[config.mk]
export PLATFORM = sky130hd
export DESIGN_NAME = gf180mcu_fd_sc_mcu9t5v0__arb4_rr
export DESIGN_NICKNAME = d
export VERILOG_FILES = /design/src/rtl/gf180mcu_fd_sc_mcu9t5v0__arb4_pkg.sv /design/src/rtl/gf180mcu_fd_sc_mcu9t5v0__arb4_pick.sv /design/src/rtl/gf180mcu_fd_sc_mcu9t5v0__arb4_rr.sv
export SDC_FILE = /design/constraint.sdc
export NUM_CORES = 1
export LEC_CHECK = 0
export BUFFER_PORTS_ARGS = -buffer_cell sky130_fd_sc_hd__buf_2
export CORE_AREA = 2 2 39 41
export DETAILED_ROUTE_END_ITERATION = 10
export DIE_AREA = 0 0 41 43
export MAX_ROUTING_LAYER = met4
export PLACE_DENSITY = 0.64
export SYNTH_ARGS = -nofsm -noshare
export SYNTH_HDL_FRONTEND = slang
export SYNTH_SLANG_ARGS = --single-unit
export TNS_END_PERCENT = 5
[constraint.sdc]
create_clock -name CLK -period 3.3 [get_ports CLK]
set_input_delay 0.495 -clock CLK [delete_from_list [all_inputs] [get_ports CLK]]
set_output_delay 0.495 -clock CLK [all_outputs]
set_load 0.02 [all_outputs]
[src/rtl/gf180mcu_fd_sc_mcu9t5v0__arb4_pkg.sv]
// Shared types and sizes for the four-client round-robin arbiter.
// The timeout feature is enabled by GF180MCU_FD_SC_MCU9T5V0_ARB4_TIMEOUT_EN.
package gf180mcu_fd_sc_mcu9t5v0__arb4_pkg;

   localparam int unsigned NReq = 4;
   localparam int unsigned PtrW = 2;
   localparam int unsigned CntW = 8;

   typedef enum logic [1:0] {
      StIdle  = 2'd0,
      StGrant = 2'd1,
      StGap   = 2'd2
   } arb_state_e;

   // The search for the next grant starts just above the last winner.
   function automatic logic [PtrW-1:0] ptr_after(input logic [PtrW-1:0] winner);
      return winner + 1'b1;
   endfunction

endpackage

[src/rtl/gf180mcu_fd_sc_mcu9t5v0__arb4_pick.sv]
// Combinational round-robin picker: the first set request searching upward from
// ptr_i, with wrap-around.
module gf180mcu_fd_sc_mcu9t5v0__arb4_pick
   import gf180mcu_fd_sc_mcu9t5v0__arb4_pkg::*;
(
   input  logic [NReq-1:0] req_i,
   input  logic [PtrW-1:0] ptr_i,
   output logic            valid_o,
   output logic [PtrW-1:0] idx_o,
   output logic [NReq-1:0] onehot_o
);

   logic [PtrW-1:0] cand;

   always_comb begin
      valid_o  = |req_i;
      idx_o    = '0;
      onehot_o = '0;
      cand     = '0;
      // Walk from the farthest candidate down so the nearest one wins.
      for (int k = NReq - 1; k >= 0; k--) begin
         cand = ptr_i + PtrW'(k);
         if (req_i[cand]) begin
            idx_o = cand;
         end
      end
      if (valid_o) begin
         onehot_o[idx_o] = 1'b1;
      end
   end

endmodule

[src/rtl/gf180mcu_fd_sc_mcu9t5v0__arb4_rr.sv]
// Four-client round-robin arbiter with registered one-hot grant, one-cycle turnaround
// gap and registered NOR4 idle flag. Optional timeout: GF180MCU_FD_SC_MCU9T5V0_ARB4_TIMEOUT_EN.
module gf180mcu_fd_sc_mcu9t5v0__arb4_rr
   import gf180mcu_fd_sc_mcu9t5v0__arb4_pkg::*;
#(
   parameter int unsigned TMO_CYCLES = 16
) (
   input  logic            CLK,
   input  logic            RN,
   input  logic [NReq-1:0] REQ,
   input  logic            EN,
   output logic [NReq-1:0] GNT,
   output logic [PtrW-1:0] GNT_ID,
   output logic            BUSY,
   output logic            ZN,
   output logic            TMO
);

   if (TMO_CYCLES < 2 || TMO_CYCLES > 255) begin : g_bad_tmo
      $error("TMO_CYCLES must lie in 2..255");
   end

   arb_state_e      state_q, state_d;
   logic [PtrW-1:0] ptr_q, ptr_d;
   logic [NReq-1:0] gnt_q, gnt_d;
   logic [PtrW-1:0] gnt_id_q, gnt_id_d;
   logic            busy_q, busy_d;
   logic            zn_q;
   logic [NReq-1:0] req_elig;
   logic            pick_valid;
   logic [PtrW-1:0] pick_idx;
   logic [NReq-1:0] pick_onehot;

`ifdef GF180MCU_FD_SC_MCU9T5V0_ARB4_TIMEOUT_EN
   localparam logic [CntW-1:0] TmoLast = CntW'(TMO_CYCLES - 1);

   logic [CntW-1:0] cnt_q, cnt_d;
   logic [NReq-1:0] mask_q, mask_d;
   logic            tmo_q, tmo_d;

   assign req_elig = REQ & ~mask_q;
   assign TMO      = tmo_q;
`else
   assign req_elig = REQ;
   assign TMO      = 1'b0;
`endif

   gf180mcu_fd_sc_mcu9t5v0__arb4_pick u_pick (
      .req_i    (req_elig),
      .ptr_i    (ptr_q),
      .valid_o  (pick_valid),
      .idx_o    (pick_idx),
      .onehot_o (pick_onehot)
   );

   always_comb begin
      state_d  = state_q;
      ptr_d    = ptr_q;
      gnt_d    = gnt_q;
      gnt_id_d = gnt_id_q;
      busy_d   = busy_q;
`ifdef GF180MCU_FD_SC_MCU9T5V0_ARB4_TIMEOUT_EN
      cnt_d    = cnt_q;
      // A masked client is re-admitted once its request has been seen low.
      mask_d   = mask_q & REQ;
      tmo_d    = 1'b0;
`endif
      unique case (state_q)
         StIdle, StGap: begin
            if (EN && pick_valid) begin
               state_d  = StGrant;
               gnt_d    = pick_onehot;
               gnt_id_d = pick_idx;
               busy_d   = 1'b1;
               ptr_d    = ptr_after(pick_idx);
`ifdef GF180MCU_FD_SC_MCU9T5V0_ARB4_TIMEOUT_EN
               cnt_d    = '0;
`endif
            end else begin
               state_d  = StIdle;
               gnt_d    = '0;
               gnt_id_d = '0;
               busy_d   = 1'b0;
            end
         end
         StGrant: begin
            if (!REQ[gnt_id_q]) begin
               state_d  = StGap;
               gnt_d    = '0;
               gnt_id_d = '0;
               busy_d   = 1'b0;
`ifdef GF180MCU_FD_SC_MCU9T5V0_ARB4_TIMEOUT_EN
            end else if (cnt_q == TmoLast) begin
               state_d          = StGap;
               gnt_d            = '0;
               gnt_id_d         = '0;
               busy_d           = 1'b0;
               tmo_d            = 1'b1;
               mask_d[gnt_id_q] = 1'b1;
            end else begin
               cnt_d = cnt_q + 1'b1;
`endif
            end
         end
         default: begin
            state_d  = StIdle;
            gnt_d    = '0;
            gnt_id_d = '0;
            busy_d   = 1'b0;
         end
      endcase
   end

   always_ff @(posedge CLK or negedge RN) begin
      if (!RN) begin
         state_q  <= StIdle;
         ptr_q    <= '0;
         gnt_q    <= '0;
         gnt_id_q <= '0;
         busy_q   <= 1'b0;
         zn_q     <= 1'b1;
      end else begin
         state_q  <= state_d;
         ptr_q    <= ptr_d;
         gnt_q    <= gnt_d;
         gnt_id_q <= gnt_id_d;
         busy_q   <= busy_d;
         zn_q     <= ~|REQ;
      end
   end

`ifdef GF180MCU_FD_SC_MCU9T5V0_ARB4_TIMEOUT_EN
   always_ff @(posedge CLK or negedge RN) begin
      if (!RN) begin
         cnt_q  <= '0;
         mask_q <= '0;
         tmo_q  <= 1'b0;
      end else begin
         cnt_q  <= cnt_d;
         mask_q <= mask_d;
         tmo_q  <= tmo_d;
      end
   end
`endif

   assign GNT    = gnt_q;
   assign GNT_ID = gnt_id_q;
   assign BUSY   = busy_q;
   assign ZN     = zn_q;

endmodule

Word level (Yosys, flattened, before mapping)
Cells that the tools add are included.
{ "op_classes": {"n_addsub": 4, "order_cmp": 7, "n_eq_ne": 3, "mux": 29, "n_reduce_logical": 7} }
{ "op_table": {"columns": ["operator", "n"], "rows": [
  ["$lt 2x3->1 const B", 6],
  ["$mux 2", 7],
  ["$mux 4", 3],
  ["$bmux 1 s2", 5],
  ["$mux 1", 9],
  ["$pmux 2 s2", 2],
  ["$pmux 4 s2", 1],
  ["$add 2x1->2 const B", 2],
  ["$add 2x2->2 const B", 2],
  ["$reduce_or 4->1", 1],
  ["$demux 1 s2", 1],
  ["$eq 2x1->1 const B", 1],
  ["$eq 2x2->1 const B", 1],
  ["$ge 2x1->1 const B", 1],
  ["$logic_and 1x1->1", 2],
  ["$logic_not 2->1", 1],
  ["$ne 2x2->1 const B", 1],
  ["$pmux 1 s2", 1],
  ["$reduce_and 2->1", 1],
  ["$reduce_or 2->1", 1],
  ["$logic_not 1->1", 1]
]} }
{ "totals": {"reg_bits": 12, "in_bits": 7, "out_inout_bits": 9, "word_cells": 56} }

Logic depth before layout (Yosys ltp)
Gate-level depths: netlist of the first run.
{ "depth": {"word_depth": 14, "mapped_depth": 5, "mapped_depth_nobuf": 5} }

Cells and area by module
From an unflattened synthesis of the first run, not the netlist that was laid out.
{ "hier_totals": {"cells_unflattened": 69, "area_unflattened_um2": 680.7} }
{ "modules_own_cells": {"columns": ["mod", "n_inst", "cells_each", "area_per_inst_um2", "seq_area_each_um2"], "rows": [
  ["gf180mcu_fd_sc_mcu9t5v0__arb4_rr", 1, 36, 469.2, 276.5],
  ["gf180mcu_fd_sc_mcu9t5v0__arb4_pick", 1, 33, 211.5, 0.0]
]} }

Worst setup path after synthesis of the first run
OpenSTA, ideal clock, no wires.
{ "synth_path": {"path_kind": "flip-flop to flip-flop", "startpoint": "register gnt_id_q[0] (netlist: GNT_ID[0])", "endpoint": "register busy_q (netlist: BUSY)", "setup_ns": 0.124, "arrival_ns": 1.521, "required_ns": 3.176, "setup_slack_ns": 1.655, "path_stages_with_launch": 5, "path_buffers": 1, "synth_period_minus_slack_ns": 1.645, "cell_sequence": "dfrtp_1 > mux4_2 > and3b_1 > buf_6 > or2_1"} }
{ "synth_via": {"elab_chain_cells": 3} }
{ "synth_lines": {"columns": ["element", "line", "source"], "rows": [
  ["start: declaration", "gf180mcu_fd_sc_mcu9t5v0__arb4_rr.sv:26", "logic [PtrW-1:0] gnt_id_q, gnt_id_d;"],
  ["start signal: assignment", "gf180mcu_fd_sc_mcu9t5v0__arb4_rr.sv:126", "gnt_id_q <= gnt_id_d;"],
  ["$bmux 1 s2", "gf180mcu_fd_sc_mcu9t5v0__arb4_rr.sv:87", "if (!REQ[gnt_id_q]) begin"],
  ["$mux 1 (not written as such)", "gf180mcu_fd_sc_mcu9t5v0__arb4_rr.sv:87", null],
  ["$ne 2x2->1 (no source line)", null, null],
  ["end signal: assignment", "gf180mcu_fd_sc_mcu9t5v0__arb4_rr.sv:127", "busy_q <= busy_d;"],
  ["end: declaration", "gf180mcu_fd_sc_mcu9t5v0__arb4_rr.sv:27", "logic busy_q, busy_d;"]
]} }
Every way passes these cells. The select of a mux whose other input is x is not followed.
A chain may end at the register's enable or synchronous reset.

Final worst setup path of the first run
{ "layout_path": {"startpoint": "register gnt_id_q[0] (netlist: GNT_ID[0])", "endpoint": "register gnt_q[3] (netlist: GNT[3])"} }
{ "layout_via": {"elab_chain_cells": 3} }
{ "layout_lines": {"columns": ["element", "line", "source"], "rows": [
  ["$bmux 1 s2", "gf180mcu_fd_sc_mcu9t5v0__arb4_rr.sv:87", null],
  ["$mux 1 (not written as such)", "gf180mcu_fd_sc_mcu9t5v0__arb4_rr.sv:87", null],
  ["$ne 2x2->1 (no source line)", null, null],
  ["end signal: assignment", "gf180mcu_fd_sc_mcu9t5v0__arb4_rr.sv:125", "gnt_q <= gnt_d;"],
  ["end: declaration", "gf180mcu_fd_sc_mcu9t5v0__arb4_rr.sv:25", "logic [NReq-1:0] gnt_q, gnt_d;"]
]} }
Every way passes these cells. The select of a mux whose other input is x is not followed.

==> results of run 1 <==
[registers in the layout, summed over array words and instances, names as in the netlist]
register  cells
GNT           4
GNT_ID        2
ptr_q         2
BUSY          1
ZN            1
state_q       1
[path summary, 6_finish.rpt]
| check | depth (start not counted) | slack [ns] | to |
|---|---|---|---|
| max | 3 | 1.76 | GNT[3]$_DFFE_PN0P_ |
| min | 1 | 0.08 | state_q[1]$_DFFE_PN0P_ |
| max reg2reg | 3 | 1.76 | GNT[3]$_DFFE_PN0P_ |
| min reg2reg | 1 | 0.44 | state_q[1]$_DFFE_PN0P_ |
| max in group asynchronous | 1 | 2.97 | ZN$_DFF_PN1_ |
| min in group CLK | 2 | 0.41 | ZN$_DFF_PN1_ |
[layer usage]
| metal | vias to the layer above | share of wire, % | GRT usage [%] | wire length, um |
|---|---|---|---|---|
| li1 | 194 | - | - | - |
| met1 | 202 | 43 | 17.2 | 403 |
| met2 | 12 | 51 | 19.4 | 478 |
| met3 | 2 | 4.6 | 4.71 | 43 |
| met4 | 0 | 1.5 | 10.0 | 14 |
| met5 | - | 0 | - | 0 |
[through the flow]
step	util (%)	instances
CTS	45.1	77
global route	45.1	77
detailed placement	43.2	73
floorplan	-	45
global placement	43.2	73
finish	45.1	77
[worst max-delay path: cells and delay by family, from the launching register on]
family / cells / cell delay (ns)
AOI/OAI and AO/OA: 1 / 0.26
DFF: 1 / 0.39
muxes: 1 / 0.51
and+or+nand+nor: 1 / 0.27
[cell usage in the layout, fill, tap and decap left out, types with 2 or more instances in the layout]
cell type,instances
buf_2,14
dfrtp_1,10
a21oi_1,4
nor2_1,4
clkbuf_4,3
inv_1,2
a22o_1,5
nor3b_1,2
[cell type report]
class	count	area [um^2]
fillers	131	759
flip-flops and latches	11	277
multi-input cells	30	224
repair buffers	14	70.1
clock buffers	4	26.3
well taps	16	20.0
inverters	2	7.51
[kinds of logic (layout without fill, tap and decap cells)]
logic type / Yosys count / after routing / synth area share (%)
DFF: 11 / 11 / 52.5
other: 1 / 1 / 0.712
AOI/OAI and AO/OA: 11 / 11 / 15.2
buffers and inverters: 4 / 20 / 4.99
xor gates and xnor gates: 1 / 1 / 1.66
and+or+nand+nor: 15 / 15 / 18.8
muxes: 2 / 2 / 6.18
[power by group]
part,switching [W],internal (W)
registers,0.0000350,0.000178
logic,0.000110,0.0000846
clock network,0.0000462,0.0000468
==> flow_metrics.py, run 1 <==
metrics = {
    "clock_network": {
        "cts-root-buf": "clkbuf_4",
        "ctsResizeCount": 0,
        "clock-sinks": 11,
        "cts_hold_buf": 0,
        "clock_latency_ns": 0.27,
        "clkSlewWorstSetupHoldPaths_ns": 0.07,
        "clk_path_buf_depth": 2,
        "post-cts-setup-buffers": 0,
        "htreeDepth": 1,
        "numCtsBuffers": 3,
        "tritoncts": "yes",
    },
    "grt": {
        "grt_pass1_wl_um": 1630,
        "grt_start_max_net_pins": 12,
        "grt-ovfl-total": 0,
        "grt_usage_pct": 14.3,
        "grt_pass1_vias": 383,
        "antenna_found_initial": 0,
    },
    "timing": {
        "clock.fmax_mhz": 649,
        "fin_ws_ns": 1.76,
        "slew_violations": 0,
        "clock_skew_ns": 0.00204,
        "hold_slack_ns": 0.0772,
        "setup_viol": 0,
        "finalHoldViolCount": 0,
        "fin_crit_ns": 1.54,
        "tns_ns": 0,
        "rsz0062_at_grt": "false",
        "timing.final.crit_share_pct": 46.7,
    },
    "logic_synthesis": {
        "synth_top_area_cell": "dfrtp_1",
        "yosysMostFrequentCell": "dfrtp_1",
        "ys_warn_count": 0,
        "synthArstFlopShare_pct": 100,
        "yosys-top-cells-count": "dfrtp_1, a22o_1, a21oi_1, nor2_1",
        "synthCells": 45,
        "syn_nets": 52,
        "ys_seq_area_share_pct": 52.5,
        "synth_area_um2": 527,
        "yosysTopAreaCellShare_pct": 47.5,
        "synth_flop_cell": "dfrtp_1",
        "synth_seq_cells": 11,
        "syn_avg_cell_area_um2": 11.7,
        "ys_top_cells_by_area": "dfrtp_1, a22o_1, dfstp_2",
        "synth_edf_count": 0,
        "synth_cell_types": 24,
    },
    "floorplanning": {
        "io-pin-count": 16,
        "initial_utilization_pct": 38.1,
        "die-height_um": 43,
        "die_w_um": 41,
        "core_area_um2": 1380,
        "num_rows": 14,
        "dieArea_um2": 1760,
    },
    "setup_path": {
        "start_kind": "register",
        "end_kind": "register",
        "crit_fanout": 7,
        "crit_type": "register to register",
        "critical_path.cell_chain": "mux4_2 -> and3b_1 -> a22o_1",
        "max_stage_delay_ns": 0.51,
        "crit_start": "GNT_ID[0]$_DFFE_PN0P_",
        "cpMaxStageDelayCell": "mux4_2",
        "arrival_ns": 1.70,
        "reg2reg_from": "GNT_ID[0]$_DFFE_PN0P_",
        "worstPathRequired_ns": 3.46,
    },
    "drt": {
        "drtIter0Drc": 3,
        "routed_wl_um": 940,
        "vias_per_cell": 5.32,
        "drtPass1Iterations": 4,
        "wl_per_cell_um": 12.2,
        "ant_nets": 0,
        "vias": 410,
        "drcViolationCount": 0,
    },
    "placement": {
        "pre_cts_slack_ns": 1.56,
        "finalWeightedCongestion": 0.721,
        "portBuffers": 14,
        "placed_area_um2": 598,
        "dp_hpwl_um": 713,
    },
    "pwr": {
        "cellPowerDensity_nw_per_um2": 803,
        "total_power_w": 0.000501,
        "p_leak_nw": 0.321,
        "ir_drop_mv": 0.285,
    },
    "finish": {
        "nets": 69,
        "area_growth_pct": 18.5,
        "final_cell_area_um2": 624,
        "n_antenna_cell": 0,
        "drive_above_1_share_pct": 34.4,
    },
    "status": {
        "status": "completed",
    },
    "flow_run": {
        "maxCapViolCount": 0,
    },
    "min_path": {
        "hold_path_class": "input pin to asynchronous set/reset pin",
    },
}
(Power assumes the default switching activity.)
==> run 2, diff against run 1 <==
Settings changed: ABC_AREA set to 1, CORE_AREA 2 2 39 41 to unset, CORE_MARGIN set to 2, CORE_UTILIZATION set to 51, DIE_AREA 0 0 41 43 to unset, PLACE_DENSITY 0.64 to 0.76.
Clock period 3.3 ns to 1.54 ns, I/O delays scaled along.
==> flow_metrics.py, run 2 <==
metrics = {
    "pwr": {
        "cellPowerDensity_nw_per_um2": 2260,
        "intPower_w": 0.000923,
        "power_frac_comb_pct": 61.6,
        "clkPwrFrac_pct": 11.0,
        "total_power_w": 0.00191,
        "p_sw_w": 0.000988,
        "p_leak_nw": 0.511,
        "p_seq_share_pct": 27.4,
        "ir_drop_mv": 1.15,
        "swShare_pct": 51.7,
    },
    "drt": {
        "vias_per_cell": 5.04,
        "drtPass1Iterations": 4,
        "routed_wl_um": 1560,
        "ant_nets": 0,
        "drcViolationCount": 0,
        "wl_per_cell_um": 11.2,
        "drtIter0Drc": 27,
        "vias": 705,
    },
    "clock_network": {
        "clock-sinks": 11,
        "clk_path_buf_depth": 2,
        "tritoncts": "yes",
        "numCtsBuffers": 3,
        "clkSlewWorstSetupHoldPaths_ns": 0.09,
        "clock_latency_ns": 0.27,
        "htreeDepth": 1,
        "cts-root-buf": "clkbuf_4",
    },
    "logic_synthesis": {
        "ys_seq_area_share_pct": 39.4,
        "synthCells": 105,
        "synth_area_um2": 702,
        "synth_top_area_cell": "dfrtp_1",
        "yosys-top-cells-count": "nand2_1, inv_1, nand3_1",
        "syn_nets": 112,
        "ys_top_cells_by_area": "dfrtp_1, nand2_1, nand3_1",
        "yosysTopAreaCellShare_pct": 35.7,
        "ys_warn_count": 0,
        "yosysMostFrequentCell": "nand2_1",
        "synth_seq_cells": 11,
        "synth_flop_cell": "dfrtp_1",
        "synth_edf_count": 0,
        "syn_avg_cell_area_um2": 6.68,
        "synth_cell_types": 18,
        "synthArstFlopShare_pct": 100,
    },
    "finish": {
        "nets": 133,
        "n_antenna_cell": 0,
        "drive_above_1_share_pct": 30.4,
        "final_common_cell": "nand2_1",
        "area_growth_pct": 20.3,
        "largest_register_ffs": 4,
        "final_cell_mix": "nand2_1, buf_2, inv_1",
        "final_cell_area_um2": 845,
    },
    "min_path": {
        "hold_path_class": "input pin to register",
        "min_path_cells": 2,
    },
    "timing": {
        "timing.final.crit_share_pct": 94.4,
        "setup_viol": 0,
        "slew_violations": 0,
        "clock_skew_ns": 0.0101,
        "tns_ns": 0,
        "finalHoldViolCount": 0,
        "clock.fmax_mhz": 688,
        "fin_crit_ns": 1.45,
        "rsz0062_at_grt": "true",
    },
    "setup_path": {
        "arrival_ns": 1.61,
        "crit_type": "register to register",
        "r2r_slack_ns": 0.09,
        "crit_fanout": 6,
        "worstRegToRegCells": 11,
        "end_kind": "register",
        "worstPathRequired_ns": 1.70,
        "start_kind": "register",
    },
    "floorplanning": {
        "die_w_um": 41.1,
        "initial_utilization_pct": 53.9,
        "core_area_um2": 1300,
        "io-pin-count": 16,
        "num_rows": 13,
        "die-height_um": 41.1,
        "dieArea_um2": 1690,
    },
    "grt": {
        "grt_start_max_net_pins": 12,
        "grt_pass1_wl_um": 2190,
        "grt_pass1_vias": 535,
        "grt_usage_pct": 20.8,
        "grt-ovfl-total": 0,
        "antenna_found_initial": 0,
    },
    "placement": {
        "dp_hpwl_um": 1230,
        "placed_area_um2": 779,
        "portBuffers": 14,
        "finalWeightedCongestion": 0.839,
    },
    "status": {
        "status": "completed",
    },
    "flow_run": {
        "maxCapViolCount": 0,
    },
}
==> run 2: cell type report <==
class                           count  area [um^2]
Timing Repair Buffer               18          106
Clock inverter                      1         5.00
Multi-Input combinational cell     75          348
Tap cell                           15         18.8
Fill cell                         122          457
Sequential cell                    11          278
Inverter                           17         66.3
Clock buffer                        3         22.5
==> run 2: layer usage <==
metal | vias to the layer above | wire length, um | track usage (%)
met2 | 27 | 716 | 32.0
met4 | 0 | 0 | 4.84
li1 | 360 | - | -
met3 | 0 | 107 | 4.89
met5 | - | 0 | -
met1 | 318 | 737 | 27.5
==> run 2: timing repair <==
| item | CTS | global route |
|---|---|---|
| setup buffers | 0 | 2 |
| resized for setup | 1 | 6 |
| pin swaps | 0 | 1 |
| hold endpoints to repair | 10 | 0 |
| endpoints found under the setup margin | 2 | 6 |
| hold buffers | 1 | 0 |
==> run 2: logic make-up (layout without fill, tap and decap cells) <==
| family | Yosys count | in the layout | synth area share (%) |
|---|---|---|---|
| AO/OA/AOI/OAI | 10 | 10 | 7.13 |
| buffers and inverters | 19 | 39 | 12.1 |
| flip-flops | 11 | 11 | 39.4 |
| other | 1 | 1 | 0.534 |
| AND/OR/NAND/NOR | 64 | 64 | 40.8 |
==> run 2: power groups by stage <==
| stage | Combinational [W] | Sequential [W] | Clock, W |
|---|---|---|---|
| 6_report | 0.00118 | 0.000523 | 0.000211 |
| 5_1_grt | 0.00131 | 0.000544 | 0.000222 |
| 4_1_cts | 0.00109 | 0.000531 | 0.000208 |
| 3_5_place_dp | 0.00108 | 0.000535 | 0 |
| 3_3_place_gp | 0.00106 | 0.000525 | 0 |
| 2_1_floorplan | 0.000771 | 0.000601 | 0 |
==> run 2: critical path, stage by stage (launching register included) <==
cell and delay (ns):
dfrtp_2 0.46, buf_6 0.14, nand2_1 0.05, nand2_1 0.06
nor2_1 0.12, nand3_1 0.09, nand3_1 0.09, nand2_2 0.06
nand2_2 0.07, inv_2 0.04, nand2_1 0.08, nand2_1 0.06
==> run 2: path summary, 6_finish.rpt <==
path / from / end
max: ptr_q[0]$_DFFE_PN0P_ / GNT[2]$_DFFE_PN0P_
min: REQ[2] / ZN$_DFF_PN1_
max reg2reg: ptr_q[0]$_DFFE_PN0P_ / GNT[2]$_DFFE_PN0P_
min reg2reg: state_q[1]$_DFFE_PN0P_ / state_q[1]$_DFFE_PN0P_
max in group asynchronous: RN / ZN$_DFF_PN1_
min in group asynchronous: RN / GNT_ID[0]$_DFFE_PN0P_
==> run 2: metrics by stage <==
step                utilization [%]  setup WS, ns  std cells  hold WS (ns)
finish                         64.9        0.0865        140         0.112
global route                   64.9       -0.0162        140         0.117
CTS                            62.9        0.0655        138         0.115
detailed placement             59.9       -0.0302        133         0.112
global placement               59.9        0.0229        133         0.107
floorplan                         -         0.213        105       -0.0646
==> run 3, diff against run 2 <==
Settings changed: PLACE_DENSITY 0.76 to 0.75, SYNTH_HIERARCHICAL set to 1.
==> flow_metrics.py, run 3 <==
metrics = {
    "logic_synthesis": {
        "synthCells": 101,
        "synth_seq_cells": 11,
        "yosysTopAreaCellShare_pct": 33.7,
        "syn_nets": 108,
        "synth_edf_count": 0,
        "synthArstFlopShare_pct": 100,
        "yosys-top-cells-count": "nand2_1, inv_1, dfrtp_1",
        "synth_cell_types": 21,
        "synth_area_um2": 743,
        "ys_warn_count": 6,
        "ys_top_cells_by_area": "dfrtp_1, nand2_1, nand2_2",
        "syn_avg_cell_area_um2": 7.36,
        "yosysMostFrequentCell": "nand2_1",
        "ys_seq_area_share_pct": 37.2,
        "synth_top_area_cell": "dfrtp_1",
        "synth_flop_cell": "dfrtp_1",
    },
    "drt": {
        "drcViolationCount": 0,
        "drtPass1Iterations": 4,
        "drtIter0Drc": 33,
        "vias": 752,
        "vias_per_cell": 5.41,
        "routed_wl_um": 1870,
        "ant_nets": 0,
        "wl_per_cell_um": 13.5,
    },
    "placement": {
        "placed_area_um2": 847,
        "finalWeightedCongestion": 0.946,
        "portBuffers": 14,
        "placed_cells_incl_taps": 132,
        "pre_cts_slack_ns": -0.0770,
        "dp_hpwl_um": 1250,
    },
    "timing": {
        "timing.final.crit_share_pct": 103,
        "clock.fmax_mhz": 632,
        "tns_ns": -0.119,
        "clock_skew_ns": 0.00536,
        "fin_ws_ns": -0.0425,
        "rsz0062_at_grt": "true",
        "fin_crit_ns": 1.58,
        "slew_violations": 0,
        "finalHoldViolCount": 0,
        "setup_viol": 5,
    },
    "floorplanning": {
        "initial_utilization_pct": 55.7,
        "dieArea_um2": 1780,
        "die_w_um": 42.2,
        "io-pin-count": 16,
        "die-height_um": 42.2,
        "num_rows": 13,
        "core_area_um2": 1330,
    },
    "status": {
        "status": "complete, but fails checks",
        "violations": "negative setup slack",
    },
    "finish": {
        "final_common_cell": "nand2_1",
        "drive_above_1_share_pct": 48.4,
        "final_cell_mix": "nand2_1, buf_2, nand2_2",
        "final_cell_area_um2": 967,
        "fin_cells": 139,
        "post-route-util_pct": 72.5,
        "n_fill_cell": 101,
        "largest_register_ffs": 4,
        "area_growth_pct": 30.1,
        "nets": 132,
        "n_antenna_cell": 0,
    },
    "flow_run": {
        "maxCapViolCount": 0,
    },
    "clock_network": {
        "clk_path_buf_depth": 2,
        "tritoncts": "yes",
        "numCtsBuffers": 3,
        "htreeDepth": 1,
        "clock-sinks": 11,
        "clock_latency_ns": 0.27,
        "clkSlewWorstSetupHoldPaths_ns": 0.08,
        "cts-root-buf": "clkbuf_4",
    },
    "setup_path": {
        "arrival_ns": 1.80,
        "worstRegToRegCells": 12,
        "end_kind": "register",
        "r2r_slack_ns": -0.04,
        "start_kind": "register",
        "worstPathRequired_ns": 1.75,
        "reg2reg_from": "ptr_q[0]$_DFFE_PN0P_",
        "crit_type": "register to register",
        "worst_r2r_endpoint": "GNT_ID[0]$_DFFE_PN0P_",
        "crit_fanout": 6,
    },
    "pwr": {
        "cellPowerDensity_nw_per_um2": 2400,
        "ir_drop_mv": 1.33,
        "p_leak_nw": 0.525,
    },
    "grt": {
        "grt_start_max_net_pins": 12,
        "grt-ovfl-total": 0,
        "grt_pass1_vias": 669,
        "grt_pass1_wl_um": 2770,
        "grt_usage_pct": 20.9,
        "antenna_found_initial": 0,
    },
    "min_path": {
        "min_path_cells": 2,
        "worst_hold_startpoint": "REQ[3]",
        "hold_path_end": "ZN$_DFF_PN1_",
        "hold_path_class": "input pin to register",
    },
}
-- run 3: layout make-up --
| type | count | area, um^2 | share of cell area, % |
|---|---|---|---|
| inverters | 16 | 65.1 | 6.73 |
| flip-flops and latches | 11 | 279 | 28.8 |
| repair buffers | 20 | 121 | 12.5 |
| multi-input cells | 73 | 457 | 47.2 |
| clock buffers | 4 | 26.3 | 2.72 |
| well taps | 15 | 18.8 | 1.94 |
-- run 3: repair_timing --
| action | CTS | global route |
|---|---|---|
| hold buffers | 1 | 0 |
| pin swaps | 0 | 14 |
| setup endpoints to repair | 3 | 7 |
| buffers inserted | 0 | 2 |
| gates resized for setup | 3 | 23 |
| hold endpoints to repair | 10 | 0 |
-- run 3: critical path, cell delays in order (launching register included) --
cell,delay (ns)
dfrtp_2,0.47
buf_6,0.16
o21ai_4,0.14
nand2_2,0.06
nand3_2,0.09
nand2_2,0.07
nand2_2,0.10
nand2_4,0.07
inv_4,0.07
inv_1,0.05
nor2_2,0.12
inv_1,0.05
nand2_1,0.06
-- run 3: cells by family (layout without fill, tap and decap cells) --
kind of cell,after synthesis,after routing,synth area share (%)
buffers and inverters,17,40,9.09
AOI/OAI and AO/OA,9,9,7.74
and+or+nand+nor,62,62,44.3
other,1,1,0.505
xor gates and xnor gates,1,1,1.18
DFF,11,11,37.2
-- run 3: per-layer routing --
metal  part of all wire [%]  global-route usage (%)
met1                     46                    27.0
met2                     47                    32.0
met5                      0                       -
met4                   0.80                    7.50
met3                    6.5                    4.74
-- run 3: stage by stage --
stage | hold slack, ns | power [W]
finish | 0.118 | 0.00233
global route | 0.127 | 0.00248
CTS | 0.115 | 0.00199
detailed placement | 0.121 | 0.00178
global placement | 0.114 | 0.00175
floorplan | -0.0646 | 0.00145
-- run 3: power breakdown --
group | total (W) | switching [W] | internal (W) | leakage, nW
Clock | 0.000202 | 0.000102 | 0.000100 | 0.0150
Combinational | 0.00159 | 0.000978 | 0.000614 | 0.372
Sequential | 0.000531 | 0.000119 | 0.000411 | 0.138
Total | 0.00233 | 0.00120 | 0.00113 | 0.525
-- run 3: worst max-delay path by stage --
stage                         startpoint               endpoint  slack [ns]
global placement    ptr_q[0]$_DFFE_PN0P_   ptr_q[0]$_DFFE_PN0P_        0.02
global route        ptr_q[0]$_DFFE_PN0P_   ptr_q[1]$_DFFE_PN0P_       -0.12
CTS                 ptr_q[0]$_DFFE_PN0P_   ptr_q[0]$_DFFE_PN0P_       0.007
finish              ptr_q[0]$_DFFE_PN0P_  GNT_ID[0]$_DFFE_PN0P_       -0.04
detailed placement  ptr_q[0]$_DFFE_PN0P_   ptr_q[0]$_DFFE_PN0P_       -0.08
floorplan           ptr_q[0]$_DFFE_PN0P_   ptr_q[0]$_DFFE_PN0P_        0.11
